==> src/rtl/trig_sequencer_pkg.sv <==
// Shared constants, state encoding and quadrant helpers for the trig sequencer.
package trig_sequencer_pkg;

  // Angle width shared with the divider; 10 bits covers 0..1023 degrees.
  localparam int unsigned DataWidthDefault = 10;
  localparam int unsigned MaxAngleDeg      = 720;
  localparam int unsigned DoubleSignBit    = 63;

  localparam logic FuncSin = 1'b0;
  localparam logic FuncCos = 1'b1;

  typedef enum logic [2:0] {
    TsIdle,
    TsReduce,
    TsLaunch,
    TsWaitCore,
    TsRespond
  } ts_state_e;

  // Odd quadrants swap sin and cos.
  function automatic logic quad_eff_func(input logic func, input logic [1:0] quadrant);
    return func ^ quadrant[0];
  endfunction

  // sin is negative in q2/q3, cos is negative in q1/q2.
  function automatic logic quad_negate(input logic func, input logic [1:0] quadrant);
    if (func == FuncSin) begin
      return quadrant[1];
    end
    return quadrant[1] ^ quadrant[0];
  endfunction

endpackage

==> src/rtl/trig_quadrant_fixup.sv <==
// Quadrant identity: maps requested function and quadrant to the function the
// core must evaluate and whether the core result needs its sign flipped.
module trig_quadrant_fixup
  import trig_sequencer_pkg::*;
(
  input  logic       func,
  input  logic [1:0] quadrant,
  output logic       eff_func,
  output logic       negate
);

  // Pure table lookup, no state.
  always_comb begin
    eff_func = quad_eff_func(func, quadrant);
    negate   = quad_negate(func, quadrant);
  end

endmodule

==> src/rtl/trig_sequencer.sv <==
// Control FSM for one trig evaluation: range-reduce via the divider, launch the
// FP trig core on the in-quadrant offset, sign-correct the double result and
// return it over a valid/ready response port. One transaction in flight.
module trig_sequencer
  import trig_sequencer_pkg::*;
#(
  parameter int unsigned DATA_WIDTH   = DataWidthDefault,
  parameter int unsigned RESULT_WIDTH = 64,
  parameter int unsigned MAX_ANGLE    = MaxAngleDeg,
  parameter int unsigned DIV_LATENCY  = 1,
  parameter int unsigned CORE_TIMEOUT = 255
) (
  input  logic                    clk,
  input  logic                    reset,
  // Request port
  input  logic                    req_valid,
  output logic                    req_ready,
  input  logic [DATA_WIDTH-1:0]   req_angle,
  input  logic                    req_func,
  // Divider
  output logic                    div_en,
  output logic [DATA_WIDTH-1:0]   div_data_in,
  input  logic [1:0]              div_quadrant,
  input  logic [DATA_WIDTH-1:0]   div_data_out,
  // Trig core
  output logic                    core_start,
  output logic [DATA_WIDTH-1:0]   core_angle,
  output logic                    core_func,
  input  logic                    core_done,
  input  logic [RESULT_WIDTH-1:0] core_result,
  // Response port
  output logic                    rsp_valid,
  input  logic                    rsp_ready,
  output logic [RESULT_WIDTH-1:0] rsp_result,
  output logic                    rsp_error
);

  localparam int unsigned DivCntW = (DIV_LATENCY > 0) ? $clog2(DIV_LATENCY + 1) : 1;
  localparam int unsigned ToCntW  = (CORE_TIMEOUT > 1) ? $clog2(CORE_TIMEOUT + 1) : 1;
  localparam logic [DATA_WIDTH-1:0] MaxAngleW = DATA_WIDTH'(MAX_ANGLE);
  localparam logic [DivCntW-1:0]    DivCntLoad = DivCntW'(DIV_LATENCY);
  localparam logic [ToCntW-1:0]     ToCntLast  = ToCntW'(CORE_TIMEOUT - 1);
  localparam int unsigned           SignBit    = RESULT_WIDTH - 1;

  ts_state_e               state_q;
  logic [DivCntW-1:0]      div_cnt_q;
  logic [ToCntW-1:0]       to_cnt_q;
  logic                    func_q;
  logic                    negate_q;
  logic                    got_q;
  logic [RESULT_WIDTH-1:0] result_q;

  logic                    req_ready_q;
  logic                    div_en_q;
  logic [DATA_WIDTH-1:0]   div_data_in_q;
  logic                    core_start_q;
  logic [DATA_WIDTH-1:0]   core_angle_q;
  logic                    core_func_q;
  logic                    rsp_valid_q;
  logic [RESULT_WIDTH-1:0] rsp_result_q;
  logic                    rsp_error_q;

  logic eff_func;
  logic negate;

  // Fed straight from the divider so the fixup is ready on the edge that ends REDUCE.
  trig_quadrant_fixup u_fixup (
    .func     (func_q),
    .quadrant (div_quadrant),
    .eff_func (eff_func),
    .negate   (negate)
  );

  // Sequencer FSM with registered outputs.
  always_ff @(posedge clk) begin
    if (reset) begin
      state_q       <= TsIdle;
      div_cnt_q     <= '0;
      to_cnt_q      <= '0;
      func_q        <= 1'b0;
      negate_q      <= 1'b0;
      got_q         <= 1'b0;
      result_q      <= '0;
      req_ready_q   <= 1'b0;
      div_en_q      <= 1'b0;
      div_data_in_q <= '0;
      core_start_q  <= 1'b0;
      core_angle_q  <= '0;
      core_func_q   <= 1'b0;
      rsp_valid_q   <= 1'b0;
      rsp_result_q  <= '0;
      rsp_error_q   <= 1'b0;
    end else begin
      core_start_q <= 1'b0;
      unique case (state_q)
        TsIdle: begin
          req_ready_q <= 1'b1;
          if (req_valid && req_ready_q) begin
            req_ready_q <= 1'b0;
            func_q      <= req_func;
            if (req_angle > MaxAngleW) begin
              // Out-of-range angles never touch the divider or core.
              state_q      <= TsRespond;
              rsp_valid_q  <= 1'b1;
              rsp_error_q  <= 1'b1;
              rsp_result_q <= '0;
            end else begin
              state_q       <= TsReduce;
              div_en_q      <= 1'b1;
              div_data_in_q <= req_angle;
              div_cnt_q     <= DivCntLoad;
            end
          end
        end

        TsReduce: begin
          if (div_cnt_q == '0) begin
            div_en_q      <= 1'b0;
            div_data_in_q <= '0;
            core_start_q  <= 1'b1;
            core_angle_q  <= div_data_out;
            core_func_q   <= eff_func;
            negate_q      <= negate;
            state_q       <= TsLaunch;
          end else begin
            div_cnt_q <= div_cnt_q - 1'b1;
          end
        end

        TsLaunch: begin
          to_cnt_q <= '0;
          got_q    <= 1'b0;
          state_q  <= TsWaitCore;
        end

        TsWaitCore: begin
          // core_done is captured first, so it beats a timeout in the same cycle.
          if (got_q) begin
            state_q      <= TsRespond;
            rsp_valid_q  <= 1'b1;
            rsp_error_q  <= 1'b0;
            rsp_result_q <= result_q;
          end else if (core_done) begin
            got_q    <= 1'b1;
            result_q <= {core_result[SignBit] ^ negate_q, core_result[SignBit-1:0]};
          end else if (to_cnt_q == ToCntLast) begin
            state_q      <= TsRespond;
            rsp_valid_q  <= 1'b1;
            rsp_error_q  <= 1'b1;
            rsp_result_q <= '0;
          end else begin
            to_cnt_q <= to_cnt_q + 1'b1;
          end
        end

        TsRespond: begin
          if (rsp_ready) begin
            state_q      <= TsIdle;
            rsp_valid_q  <= 1'b0;
            rsp_error_q  <= 1'b0;
            rsp_result_q <= '0;
            req_ready_q  <= 1'b1;
          end
        end

        default: state_q <= TsIdle;
      endcase
    end
  end

  // Outputs are straight register taps.
  always_comb begin
    req_ready   = req_ready_q;
    div_en      = div_en_q;
    div_data_in = div_data_in_q;
    core_start  = core_start_q;
    core_angle  = core_angle_q;
    core_func   = core_func_q;
    rsp_valid   = rsp_valid_q;
    rsp_result  = rsp_result_q;
    rsp_error   = rsp_error_q;
  end

endmodule

==> config.mk <==
export PLATFORM = sky130hd
export DESIGN_NAME = trig_sequencer
export DESIGN_NICKNAME = d
export VERILOG_FILES = /design/src/rtl/trig_sequencer_pkg.sv /design/src/rtl/trig_quadrant_fixup.sv /design/src/rtl/trig_sequencer.sv
export SDC_FILE = /design/constraint.sdc
export NUM_CORES = 1
export LEC_CHECK = 0
export CAP_MARGIN = 20
export CORE_MARGIN = 1.5
export CORE_UTILIZATION = 30
export CTS_CLUSTER_DIAMETER = 120
export CTS_CLUSTER_SIZE = 25
export DETAILED_ROUTE_END_ITERATION = 12
export RECOVER_POWER = 100
export SLEW_MARGIN = 20
export SYNTH_ARGS = -nofsm -noshare
export SYNTH_HDL_FRONTEND = slang
export SYNTH_SLANG_ARGS = --single-unit
==> constraint.sdc <==
create_clock -name clk -period 1.95 [get_ports clk]
set_input_delay 0.39 -clock clk [delete_from_list [all_inputs] [get_ports clk]]
set_output_delay 0.39 -clock clk [all_outputs]
set_load 0.01 [all_outputs]
==> metrics.log <==
INFO  metric worst-endpoint-arrival = 2.18 ns
INFO  metric synth_area_leaders = dfxtp_1 (54%), nand2_1 (13%), nand2b_1 (6.7%)
INFO  metric holdWs = 0.308 ns
INFO  metric hold_fix_buffers_at_cts = 0
INFO  metric drc = 0
INFO  metric routedWlPerCell = 13.8 um
INFO  metric synth_area_leader_cell = dfxtp_1
INFO  metric cap_viol_max_count = 0
INFO  metric layout-area-overhead-vs-synth = 48.2%
INFO  metric setup_viol_count_final = 0
INFO  metric initial_core_utilization = 0.307
INFO  metric cp-start-kind = primary input
INFO  metric dominantRegCellSynth = dfxtp_1
INFO  metric htreeDepth = 4
INFO  metric critPathMaxFanout = 5
INFO  metric antenna-diode-count = 0
INFO  metric yosysMostFrequentCell = nand2_1
INFO  metric worstSetupEndpointType = flip-flop
INFO  metric antenna_found_initial = 0
INFO  metric leakage = 3.46 nW
INFO  metric overflow = 0
INFO  metric fillCellCount = 2,024
INFO  metric portBuffers = 181
INFO  metric postSynthRegisterBits = 169
INFO  metric synthCells = 749
INFO  metric finalCoreUtilization = 0.455
INFO  metric cts_root_buffer = clkbuf_16
INFO  metric design.core.area = 20,400 um^2
INFO  metric finalWirelength = 17,000 um
INFO  metric synth.top_cell.area_share = 0.541
INFO  metric synth.cells.most_frequent = nand2_1 (219), dfxtp_1 (169), a21oi_1 (78)
INFO  metric cts.path.max_buffers = 2
INFO  metric design.die.area = 21,700 um^2
INFO  metric final-hold-violation-count = 0
INFO  metric antenna_violating_nets_left = 0
INFO  metric grt_pass1_vias = 5,238
INFO  metric grt_start_max_net_pins = 81
INFO  metric numClockSinks = 169
INFO  metric clock.fmax = 536 MHz
INFO  metric tns = 0 ns
INFO  metric synthesis.yosys.warnings = 0
INFO  metric drt_first_iter_violations = 245
INFO  metric grt_pass1_wl = 27,000 um
INFO  metric sequential_cell_area = 3380 um^2
INFO  metric num_vias = 5,567
INFO  metric row_count = 52
INFO  metric clock_skew = 0.00845 ns
INFO  metric synth_enable_flop_cells = 0
INFO  metric relSlewSlack = 0.599
INFO  metric slew_viol_final = 0
INFO  metric pin_count = 182
INFO  metric hpwl = 11,000 um
INFO  metric tritoncts = built
INFO  metric synthesis.area = 6250 um^2
INFO  metric critical_setup_path_kind = in2reg
INFO  metric drt_pass1_iterations = 4
INFO  metric post_synth.cell_area_avg = 8.35 um^2
INFO  metric layout_min_cycle_time = 1.86 ns
INFO  metric synth_cell_type_count = 46
INFO  metric share_of_the_clock_period_used_by_the_worst_path_after_layout = 0.956
INFO  metric proportion_of_synthesized_chip_area_in_sequential_cells = 0.541
INFO  metric cp.required = 2.27 ns
INFO  metric asyncSetResetFlopFracSynth = 0
INFO  metric clock_latency = 0.42 ns
INFO  metric grt_setup_unrepaired = yes
INFO  metric chipHeight = 147 um
INFO  metric postSynthNetCount = 843
INFO  metric post_route_cells_drive_above_1_share = 0.0804
INFO  metric clkTransAtPathRegs = 0.06 ns
INFO  metric ir_drop = 0.538 mV
INFO  metric hold_class = in2reg
INFO  metric global_route.usage.total = 0.157
INFO  metric powerDensity = 1020 nW/um^2
INFO  metric routabilityCongestion = 0.731
INFO  metric multi_input_comb_area = 2640 um^2
INFO  metric final_net_count = 1,039
INFO  metric route.detailed.vias_per_inst = 4.53
INFO  metric tightest_slew = 0.601 ns
INFO  metric cts_made_buffers = 17
INFO  metric die_w = 147 um
INFO  metric run_status = finished clean
## metal layers
metal  global-route usage  up-vias  routed length (um)
met2                0.242      158                7540
met1                0.210     2531                8160
met4               0.0495        0                 172
met3               0.0488       15                1130
met5                    0        -                   0
li1                     -     2863                   -
## repair_timing
action                                  CTS  global route
hold endpoints to repair                  0             0
buffers inserted                          0             2
endpoints found under the setup margin    0            51
resized for setup                         0             2
## critical path, stage by stage
cell             delay [ns]
clkdlybuf4s50_1        0.50
nor4bb_1               0.30
nand4_1                0.20
nand4_1                0.22
a21boi_4               0.09
buf_12                 0.16
buf_4                  0.13
o211a_1                0.19
## cells in the final DEF (no fill, tap or decap), types with 3 or more instances in the layout
cell type / n
a2111oi_0: 4
a211oi_1: 7
a21oi_1: 78
a22o_1: 10
a31oi_1: 4
buf_12: 9
buf_4: 21
clkbuf_1: 11
clkbuf_16: 19
clkbuf_2: 3
clkdlybuf4s50_1: 91
clkinvlp_4: 4
dfxtp_1: 168
dlygate4sd3_1: 89
inv_1: 6
inv_6: 4
mux2i_1: 3
nand2_1: 219
nand2b_1: 67
nand3_1: 7
nor2_1: 18
nor3_1: 4
o21ai_0: 58
o21ai_1: 9
xnor2_1: 9
## cell type report
class                      count  share of cell area
multi-input combinational    523               0.285
clock inverter                12              0.0150
inverter                       6             0.00243
clock buffer                  20              0.0493
timing repair buffer         228               0.247
sequential                   169               0.365
tap                          270              0.0365
## worst paths after layout
check | from | end | slack [ns] | depth (start not counted)
max | req_angle[4] | rsp_error$_SDFFE_PP0P_ | 0.09 | 8
max reg2reg | to_cnt_q[0]$_SDFFE_PP0P_ | rsp_result[8]$_SDFFE_PP0P_ | 0.09 | 9
min reg2reg | result_q[51]$_SDFFE_PP0P_ | rsp_result[51]$_SDFFE_PP0P_ | 0.44 | 2
min | reset | state_q[1]$_SDFFE_PP0P_ | 0.31 | 2
## metrics by stage
stage	setup WS, ns	total power, mW	instance area (um^2)	cells
after floorplan	0.234	4.98	6250	749
after global placement	-0.210	6.01	8630	1192
after detailed placement	-0.277	6.02	8630	1192
after CTS	0.0536	9.47	9230	1224
after global routing	-0.0117	9.98	9260	1228
final	0.0853	9.47	9260	1228
## cells by family after synthesis
group / after synthesis / synth area share
adder cells (fa/ha/maj): 2 / 0.00400
AND/OR/NAND/NOR: 328 / 0.235
flip-flops: 169 / 0.541
AO/OA/AOI/OAI: 180 / 0.162
buffers and inverters: 57 / 0.0388
multiplexers: 3 / 0.00480
XOR/XNOR: 10 / 0.0140
## registers in the layout, summed over array words and instances, names as in the netlist, 3 cells and up
name and count:
core_angle 10, div_data_in 10, result_q 64, rsp_result 64, state_q 3, to_cnt_q 8
## power breakdown
part | internal, mW | switching (mW) | total (mW)
Clock | 1.97 | 1.44 | 3.41
Sequential | 3.70 | 0.148 | 3.85
Combinational | 1.08 | 1.13 | 2.21
Power figures use the tool's default switching activity.
